**src/rtl/network_sink_pkg.sv**
```systemverilog
// network_sink_pkg: shared definitions for the network output sink.
//   - sink message opcodes and opcode field width
//   - FSM state encodings
//   - width helpers that derive the SPK index and full message widths from
//     the number of network outputs and the RUN payload width
package network_sink_pkg;

    typedef enum logic [1:0] {
        NOP     = 2'd0,
        RUN     = 2'd1,
        SPK     = 2'd2,
        NUM_OPS = 2'd3
    } snk_opcode_t;

    localparam int unsigned SNK_OPC_WIDTH = $clog2(int'(NUM_OPS));

    localparam logic [1:0] ST_IDLE      = 2'd0;
    localparam logic [1:0] ST_EMIT_RUN  = 2'd1;
    localparam logic [1:0] ST_EMIT_SPK  = 2'd2;
    localparam logic [1:0] ST_EMIT_STEP = 2'd3;

    // A single output needs no index bits; its SPK payload is then all zero.
    function automatic int unsigned spk_width(input int unsigned num_out);
        return (num_out > 1) ? $clog2(num_out) : 0;
    endfunction

    function automatic int unsigned payload_width(input int unsigned run_w,
                                                  input int unsigned num_out);
        return (run_w > spk_width(num_out)) ? run_w : spk_width(num_out);
    endfunction

    function automatic int unsigned snk_width(input int unsigned run_w,
                                              input int unsigned num_out);
        return SNK_OPC_WIDTH + payload_width(run_w, num_out);
    endfunction

endpackage

```
**src/rtl/network_sink_lowest_set_idx.sv**
```systemverilog
// network_sink_lowest_set_idx: combinational priority encoder.
// Ports:
//   vec  input  [WIDTH-1:0]  vector to search
//   idx  output [IDX_W-1:0]  index of the lowest set bit (0 when none set)
//   any  output              at least one bit of vec is set
module network_sink_lowest_set_idx #(
    parameter int unsigned WIDTH = 4,
    localparam int unsigned IDX_W = (WIDTH > 1) ? $clog2(WIDTH) : 1
) (
    input  logic [WIDTH-1:0] vec,
    output logic [IDX_W-1:0] idx,
    output logic             any
);

    // Scan from the top down so the lowest set bit is the last to win.
    always_comb begin
        idx = '0;
        any = 1'b0;
        for (int i = WIDTH - 1; i >= 0; i--) begin
            if (vec[i]) begin
                idx = IDX_W'(i);
                any = 1'b1;
            end
        end
    end

endmodule

```
**src/rtl/network_sink.sv**
```systemverilog
// network_sink: serialises one network output spike vector per timestep into
// sink messages on a valid/ready stream. Empty timesteps are run-length
// compressed into RUN(n); a spiking timestep becomes SPK(idx) per set bit in
// ascending order followed by RUN(1) marking the end of that timestep.
// Ports:
//   clk        input                     system clock
//   arst       input                     asynchronous active-high reset
//   net_valid  input                     network presents a timestep vector
//   net_ready  output                    sink accepts the vector this cycle
//   net_out    input  [NET_NUM_OUT-1:0]  per-output fire bits
//   flush      input                     emit any pending RUN count
//   snk_valid  output                    message valid (registered)
//   snk_ready  input                     downstream accepts message
//   snk        output [SNK_WIDTH-1:0]    {opcode, payload, zero LSBs}
module network_sink
    import network_sink_pkg::*;
#(
    parameter int unsigned NET_NUM_OUT = 4,
    parameter int unsigned RUN_WIDTH   = 8,
    localparam int unsigned SNK_WIDTH  = snk_width(RUN_WIDTH, NET_NUM_OUT)
) (
    input  logic                   clk,
    input  logic                   arst,
    input  logic                   net_valid,
    output logic                   net_ready,
    input  logic [NET_NUM_OUT-1:0] net_out,
    input  logic                   flush,
    output logic                   snk_valid,
    input  logic                   snk_ready,
    output logic [SNK_WIDTH-1:0]   snk
);

    localparam int unsigned SPK_W = spk_width(NET_NUM_OUT);
    localparam int unsigned IDX_W = (SPK_W > 0) ? SPK_W : 1;
    localparam int unsigned PAY_W = payload_width(RUN_WIDTH, NET_NUM_OUT);
    localparam logic [RUN_WIDTH-1:0] RUN_MAX = '1;

    logic [1:0]             state_q, state_d;
    logic [RUN_WIDTH-1:0]   run_pend_q, run_pend_d;
    logic                   flush_req_q, flush_req_d;
    logic [NET_NUM_OUT-1:0] vec_q, vec_d;
    logic                   snk_valid_q, snk_valid_d;
    logic [SNK_WIDTH-1:0]   snk_q, snk_d;

    logic [IDX_W-1:0]       idx_cur, idx_nxt;
    logic                   any_cur, any_nxt;
    logic [RUN_WIDTH-1:0]   run_inc;
    logic                   accept, retire;

    function automatic logic [SNK_WIDTH-1:0] run_msg(input logic [RUN_WIDTH-1:0] n);
        logic [SNK_WIDTH-1:0] m;
        m = '0;
        m[SNK_WIDTH-1 -: SNK_OPC_WIDTH] = RUN;
        m[PAY_W-1 -: RUN_WIDTH] = n;
        return m;
    endfunction

    function automatic logic [SNK_WIDTH-1:0] spk_msg(input logic [IDX_W-1:0] i);
        logic [SNK_WIDTH-1:0] m;
        m = '0;
        m[SNK_WIDTH-1 -: SNK_OPC_WIDTH] = SPK;
        m[PAY_W-1 -: IDX_W] = (SPK_W > 0) ? i : '0;
        return m;
    endfunction

    // idx_cur is the index currently presented; idx_nxt looks at the vector
    // as it will be after this cycle, so the next SPK can be registered.
    network_sink_lowest_set_idx #(
        .WIDTH (NET_NUM_OUT)
    ) u_enc_cur (
        .vec (vec_q),
        .idx (idx_cur),
        .any (any_cur)
    );

    network_sink_lowest_set_idx #(
        .WIDTH (NET_NUM_OUT)
    ) u_enc_nxt (
        .vec (vec_d),
        .idx (idx_nxt),
        .any (any_nxt)
    );

    assign net_ready = (state_q == ST_IDLE) && !flush_req_q && (run_pend_q != RUN_MAX);
    assign accept    = net_valid && net_ready;
    assign retire    = snk_valid_q && snk_ready;
    assign run_inc   = run_pend_q + 1'b1;
    assign snk_valid = snk_valid_q;
    assign snk       = snk_q;

    always_comb begin
        state_d     = state_q;
        run_pend_d  = run_pend_q;
        flush_req_d = flush_req_q;
        vec_d       = vec_q;
        snk_valid_d = snk_valid_q;
        snk_d       = snk_q;

        case (state_q)
            ST_IDLE: begin
                if (flush_req_q) begin
                    // Deferred flush is served before any new vector.
                    flush_req_d = 1'b0;
                    if (run_pend_q != '0) begin
                        state_d     = ST_EMIT_RUN;
                        snk_valid_d = 1'b1;
                        snk_d       = run_msg(run_pend_q);
                    end
                end else if (accept) begin
                    if (flush) begin
                        flush_req_d = 1'b1;
                    end
                    if (net_out == '0) begin
                        run_pend_d = run_inc;
                        if (run_inc == RUN_MAX) begin
                            state_d     = ST_EMIT_RUN;
                            snk_valid_d = 1'b1;
                            snk_d       = run_msg(RUN_MAX);
                        end
                    end else begin
                        vec_d       = net_out;
                        snk_valid_d = 1'b1;
                        if (run_pend_q != '0) begin
                            state_d = ST_EMIT_RUN;
                            snk_d   = run_msg(run_pend_q);
                        end else begin
                            state_d = ST_EMIT_SPK;
                            snk_d   = spk_msg(idx_nxt);
                        end
                    end
                end else if (flush && (run_pend_q != '0)) begin
                    state_d     = ST_EMIT_RUN;
                    snk_valid_d = 1'b1;
                    snk_d       = run_msg(run_pend_q);
                end
            end

            ST_EMIT_RUN: begin
                if (flush) begin
                    flush_req_d = 1'b1;
                end
                if (retire) begin
                    run_pend_d = '0;
                    if (any_cur) begin
                        state_d = ST_EMIT_SPK;
                        snk_d   = spk_msg(idx_nxt);
                    end else begin
                        state_d     = ST_IDLE;
                        snk_valid_d = 1'b0;
                        snk_d       = '0;
                    end
                end
            end

            ST_EMIT_SPK: begin
                if (flush) begin
                    flush_req_d = 1'b1;
                end
                if (retire) begin
                    vec_d = vec_q & ~(NET_NUM_OUT'(1) << idx_cur);
                    if (any_nxt) begin
                        snk_d = spk_msg(idx_nxt);
                    end else begin
                        state_d = ST_EMIT_STEP;
                        snk_d   = run_msg(RUN_WIDTH'(1));
                    end
                end
            end

            ST_EMIT_STEP: begin
                if (flush) begin
                    flush_req_d = 1'b1;
                end
                if (retire) begin
                    state_d     = ST_IDLE;
                    snk_valid_d = 1'b0;
                    snk_d       = '0;
                end
            end

            default: begin
                state_d     = ST_IDLE;
                snk_valid_d = 1'b0;
                snk_d       = '0;
            end
        endcase
    end

    always_ff @(posedge clk or posedge arst) begin
        if (arst) begin
            state_q     <= ST_IDLE;
            run_pend_q  <= '0;
            flush_req_q <= 1'b0;
            vec_q       <= '0;
            snk_valid_q <= 1'b0;
            snk_q       <= '0;
        end else begin
            state_q     <= state_d;
            run_pend_q  <= run_pend_d;
            flush_req_q <= flush_req_d;
            vec_q       <= vec_d;
            snk_valid_q <= snk_valid_d;
            snk_q       <= snk_d;
        end
    end

endmodule

```
**config.mk**
```make
export PLATFORM = sky130hd
export DESIGN_NAME = network_sink
export DESIGN_NICKNAME = d
export VERILOG_FILES = /design/src/rtl/network_sink_pkg.sv /design/src/rtl/network_sink_lowest_set_idx.sv /design/src/rtl/network_sink.sv
export SDC_FILE = /design/constraint.sdc
export NUM_CORES = 1
export LEC_CHECK = 0
export ABC_AREA = 0
export CAP_MARGIN = 20
export CORE_MARGIN = 2
export CORE_UTILIZATION = 25
export DETAILED_ROUTE_END_ITERATION = 10
export SKIP_LAST_GASP = 1
export SLEW_MARGIN = 30
export SYNTH_ARGS = -nofsm -noshare
export SYNTH_HDL_FRONTEND = slang
export SYNTH_HIERARCHICAL = 1
export SYNTH_SLANG_ARGS = --single-unit
```
**constraint.sdc**
```tcl
create_clock -name clk -period 2.8 [get_ports clk]
set_input_delay 0.56 -clock clk [delete_from_list [all_inputs] [get_ports clk]]
set_output_delay 0.56 -clock clk [all_outputs]
set_load 0.05 [all_outputs]
```
# Word-level counts from Yosys, hierarchy flattened
# Index checks and enable logic that the tools add are counted.
# op_classes
bitwise_logic	2
n_shift	1
mux	67
add_sub_neg	1
n_eq_ne	17
reduce_logical	16
# ops
cell	n
10-bit 2-to-1 mux	12
2-bit 2-to-1 mux	20
10-bit case mux with 4 select lines	1
8-bit 2-to-1 mux	4
1-bit 2-to-1 mux	21
4-bit 2-to-1 mux	4
8-bit case mux with 2 select lines	1
2-bit inequality test, second input constant	7
7-bit AND reduction	2
8-bit by 1-bit adder with 8-bit output, second input constant	1
8-bit == test, second input constant	1
8-bit inequality test, second input constant	1
2-bit case mux with 4 select lines	1
4-bit case mux with 2 select lines	1
8-bit nonzero test	1
6-bit AND reduction	1
1-bit logical AND	5
5-bit by 4-bit inequality test with 1-bit output, second input constant	1
5-bit AND reduction	1
4-bit AND	1
2-bit == test, second input constant	2
4-bit logical NOT	1
2-bit by 1-bit inequality test with 1-bit output, second input constant	2
4-bit by 3-bit inequality test with 1-bit output, second input constant	1
other kinds (11)	11
# totals
wordCells	110
out_inout_bits	12
ff_bits	26

# Longest topological paths before layout
# Gate-level depths: netlist of run 1.
# logic_depth
word_depth	18
mapped_depth	13

# Modules after synthesis
# The synthesis of run 1 kept the hierarchy.
# by_module_without_submodules
mod	n_inst	area_each_um2	cells_each
network_sink	1	1519.0	153
network_sink_lowest_set_idx	2	35.0	7

# Least setup slack after synthesis of run 1
# Ideal clock, no wire load.
# synth_path
kind	reg2out
start	register run_pend_q[0]
end	output net_ready
path_slack_ps	-75
path_buffers	0
arrival_ps	2315
stages_incl_launch_ff	5
path_cell_list	dfrtp_1 > ha_1 > nand3_2 > nor2_1 > nor4_1
# synth_via
elab_chain_len	2
# synth_lines
element	line	text
start: declaration	network_sink.sv:39	logic [RUN_WIDTH-1:0] run_pend_q, run_pend_d;
start signal: assignment	network_sink.sv:199	run_pend_q <= run_pend_d;
8-bit inequality test	network_sink.sv:84	assign net_ready = (state_q == ST_IDLE) && !flush_req_q && (run_pend_q != RUN_MAX);
1-bit logical AND	network_sink.sv:84	
end: declaration	network_sink.sv:25	output logic net_ready,
# Every way passes these cells.

# Final worst setup path of run 1
# layout_path
start	input snk_ready
end	register snk_q[6], in the netlist snk[6]
# layout_lines
element	line	text
start: declaration	network_sink.sv:29	input logic snk_ready,
1-bit logical AND	network_sink.sv:86	assign retire = snk_valid_q && snk_ready;
4-bit 2-to-1 mux	network_sink.sv:159	if (retire) begin
4-bit case mux with 2 select lines	network_sink.sv:99	case (state_q)
via vec_d[0]	network_sink.sv:41	logic [NET_NUM_OUT-1:0] vec_q, vec_d;
1-bit 2-to-1 mux	network_sink_lowest_set_idx.sv:20	if (vec[i]) begin
via any_nxt	network_sink.sv:46	logic any_cur, any_nxt;
10-bit 2-to-1 mux	network_sink.sv:161	if (any_nxt) begin
10-bit 2-to-1 mux	network_sink.sv:159	
10-bit case mux with 4 select lines	network_sink.sv:99	
end signal: assignment	network_sink.sv:203	snk_q <= snk_d;
end: declaration	network_sink.sv:43	logic [SNK_WIDTH-1:0] snk_q, snk_d;
# The timed path passes the listed nets, and every way through them passes these cells. The select of a mux whose other input is x is not followed.
# A chain may end at the register's enable or synchronous reset.

==> results.json, run 1 <==
{
  "run_status": "completed",
  "floorplan.core_area_um2": 6240,
  "synth_common_cells": "dfrtp_1 (26), o21ai_0 (19), nand2_1 (16), nor2_1 (15), inv_1 (7)",
  "fin_crit_sh_pct": 96.0,
  "synth_edf_count": 0,
  "critical_path_class": "in -> reg",
  "n_antenna_cell": 0,
  "yosysSeqAreaShare_pct": 40.9,
  "syn_area_um2": 1590,
  "clk_pin_slew_ns": 0.08,
  "cts.sinks": 26,
  "grt_overflow": 0,
  "clock_path_buffers": 2,
  "whs_ns": 0.493,
  "synthDominantCellAreaShare_pct": 40.9,
  "power_density_nw_per_um2": 899,
  "firstDrtPassIters": 4,
  "skew_ns": 0.0135,
  "die_w_um": 83.7,
  "route.vias.total": 1414,
  "htree_levels": 1,
  "final_cells": 295,
  "synth_area_leaders": "dfrtp_1 (41%), o21ai_0 (6.0%), nand2_1 (3.8%)",
  "finalMaxSlewViolations": 0,
  "async_reset_ff_share_pct": 100,
  "numPortBuffers": 20,
  "ir_drop_uv": 545,
  "setup.worst_path.start": "snk_ready",
  "grt_pass1_wl_um": 6620,
  "place.gp.congestion": 0.811,
  "post-route-util_pct": 34.9,
  "worstPathArrival_ns": 2.85,
  "fp-row-count": 29,
  "drtAntennaViolNets": 0,
  "grt_pass1_vias": 1397,
  "clock_latency_ns": 0.28,
  "die_area_um2": 7010,
  "finalSetupViolations": 0,
  "area_growth_pct": 36.9,
  "ys.flop_type": "dfrtp_1",
  "ys_types": 48,
  "cellLeakagePower_nw": 0.954,
  "wl_per_cell_um": 13.1,
  "cp_data_required_time_ns": 2.96,
  "cp-end-kind": "register",
  "drive_above_1_share_pct": 28.9,
  "grt_antenna_before_repair": 0,
  "fin_nets": 231,
  "tightest_slew_ns": 0.509,
  "maxCapViolCount": 0,
  "relSlewSlack_pct": 66.0,
  "hpwlAfterDp_um": 2980,
  "period_needed_ns": 2.69,
  "ys_ff_latch": 26,
  "num_io_pins": 21,
  "crit_path_max_fanout": 2,
  "synth_nets": 179,
  "placed_cells": 291,
  "grt_max_degree": 27,
  "start_util_pct": 25.5,
  "totalWireLength_um": 3870,
  "rsz0062_at_grt": "false",
  "yosysMostFrequentCell": "dfrtp_1",
  "die_height_um": 83.7,
  "r2r_start": "run_pend_q[0]",
  "startpoint_type": "primary input",
  "vias_per_cell": 4.79,
  "hp-class": "reg -> reg",
  "synth_cells": 167,
  "p_total_mw": 1.96,
  "hp-start": "snk[3]",
  "cts_made_buffers": 3,
  "cts_tree": "yes",
  "hold_violations": 0,
  "cts_root_buf": "clkbuf_8",
  "drc": 0,
  "avgSynthCellArea_um2": 9.52,
  "dr.first_iter.drc_count": 48,
  "ys_warn_count": 6,
  "gr-usage-all-layers_pct": 11.4,
  "netlist.top_cell.by_area": "dfrtp_1",
  "max_freq_mhz": 372
}
## state kept, by name (all words and copies together) (netlist names)
signal	cells
run_pend_q	8
flush_req_q	1
vec_q	4
state_q	2
snk	10
snk_valid	1
## timing repair
action	in CTS	in global routing
setup buffers	0	0
resized for setup	0	6
hold endpoints to repair	0	0
endpoints found under the setup margin	0	2
hold buffers	0	0
## final cells by class
class	instances	area, um2
Clock buffer	4	55.1
Sequential cell	26	652
Multi-Input combinational cell	126	883
Tap cell	77	96.3
Fill cell	655	4070
Inverter	7	26.3
Timing Repair Buffer	55	463
## layer usage
layer  vias to the layer above  track usage, %  share of wire [%]  wire [um]
met5                         -               0                  0          0
met3                         4            1.48                2.7        103
met4                         0            3.96                1.2         48
li1                        707               -                  -          -
met1                       683            15.9                 50       1950
met2                        20            18.2                 46       1770
## stage by stage
step           cell area [um2]  setup slack (ns)  setup TNS [ns]
3_3_place_gp              2100            -0.151          -0.289
6_report                  2180             0.111               0
3_5_place_dp              2100            -0.199          -0.383
4_1_cts                   2150            0.0775               0
2_1_floorplan             1600             0.220               0
5_1_grt                   2180           0.00616               0
## cells by family after synthesis
group | count (synthesis) | share of synthesized area [%]
adder cells (fa/ha/maj) | 3 | 2.36
multiplexers | 6 | 4.88
flip-flops | 26 | 40.9
XOR/XNOR | 2 | 1.10
buffers and inverters | 15 | 4.96
AND/OR/NAND/NOR | 63 | 22.0
AO/OA/AOI/OAI | 52 | 23.7
## power by group
part	switching (mW)	internal [mW]
registers	0.0877	0.473
clock network	0.124	0.126
logic	0.627	0.518
## worst max-delay path: stages
cell             delay [ns]
clkdlybuf4s50_1        0.48
nand2_1                0.08
nor3b_1                0.31
nor2b_1                0.25
a21oi_1                0.11
nor2_1                 0.11
nand2_1                0.08
nand2_1                0.07
o21a_1                 0.15
o21ai_2                0.07
a221o_1                0.31
mux2_4                 0.26
## worst paths after layout
check                           endpoint  slack, ns  cells after the start
min in group asynchronous         snk[8]       0.63                      3
min                               snk[3]       0.49                      1
max                               snk[6]       0.11                     12
max reg2reg                       snk[6]       0.21                     13
min reg2reg                       snk[3]       0.49                      1
max in group asynchronous  run_pend_q[0]       1.89                      3
## placed cells by master (no fill, tap or decap), drive strengths merged, types with 2 or more instances in the layout
| master | count |
|---|---|
| inv | 7 |
| a21oi | 6 |
| o31ai | 2 |
| nand4 | 3 |
| mux2 | 5 |
| and2 | 4 |
| nor2b | 3 |
| nor4 | 2 |
| nor3 | 2 |
| nand2b | 3 |
| or3 | 2 |
| nor2 | 15 |
| o21a | 2 |
| dfrtp | 26 |
| clkbuf | 4 |
| and3 | 2 |
| nand3 | 5 |
| o2bb2ai | 4 |
| ha | 3 |
| a22oi | 4 |
| clkdlybuf4s50 | 18 |
| a21boi | 4 |
| nand2 | 16 |
| buf | 36 |
| a31oi | 3 |
| o21ai | 20 |
| a221o | 2 |
| xnor2 | 2 |
No activity file was read; power rests on OpenSTA's default activity.
==> run 2, diff against run 1 <==
--- a/config.mk
+++ b/config.mk
@@ -10,6 +10,7 @@
 export CORE_MARGIN = 2
 export CORE_UTILIZATION = 25
 export DETAILED_ROUTE_END_ITERATION = 10
+export GPL_ROUTABILITY_DRIVEN = 0
 export SKIP_LAST_GASP = 1
 export SLEW_MARGIN = 30
 export SYNTH_ARGS = -nofsm -noshare
==> results of run 2 <==
No change in the layout: final DEF, timing and power equal those of run 1.
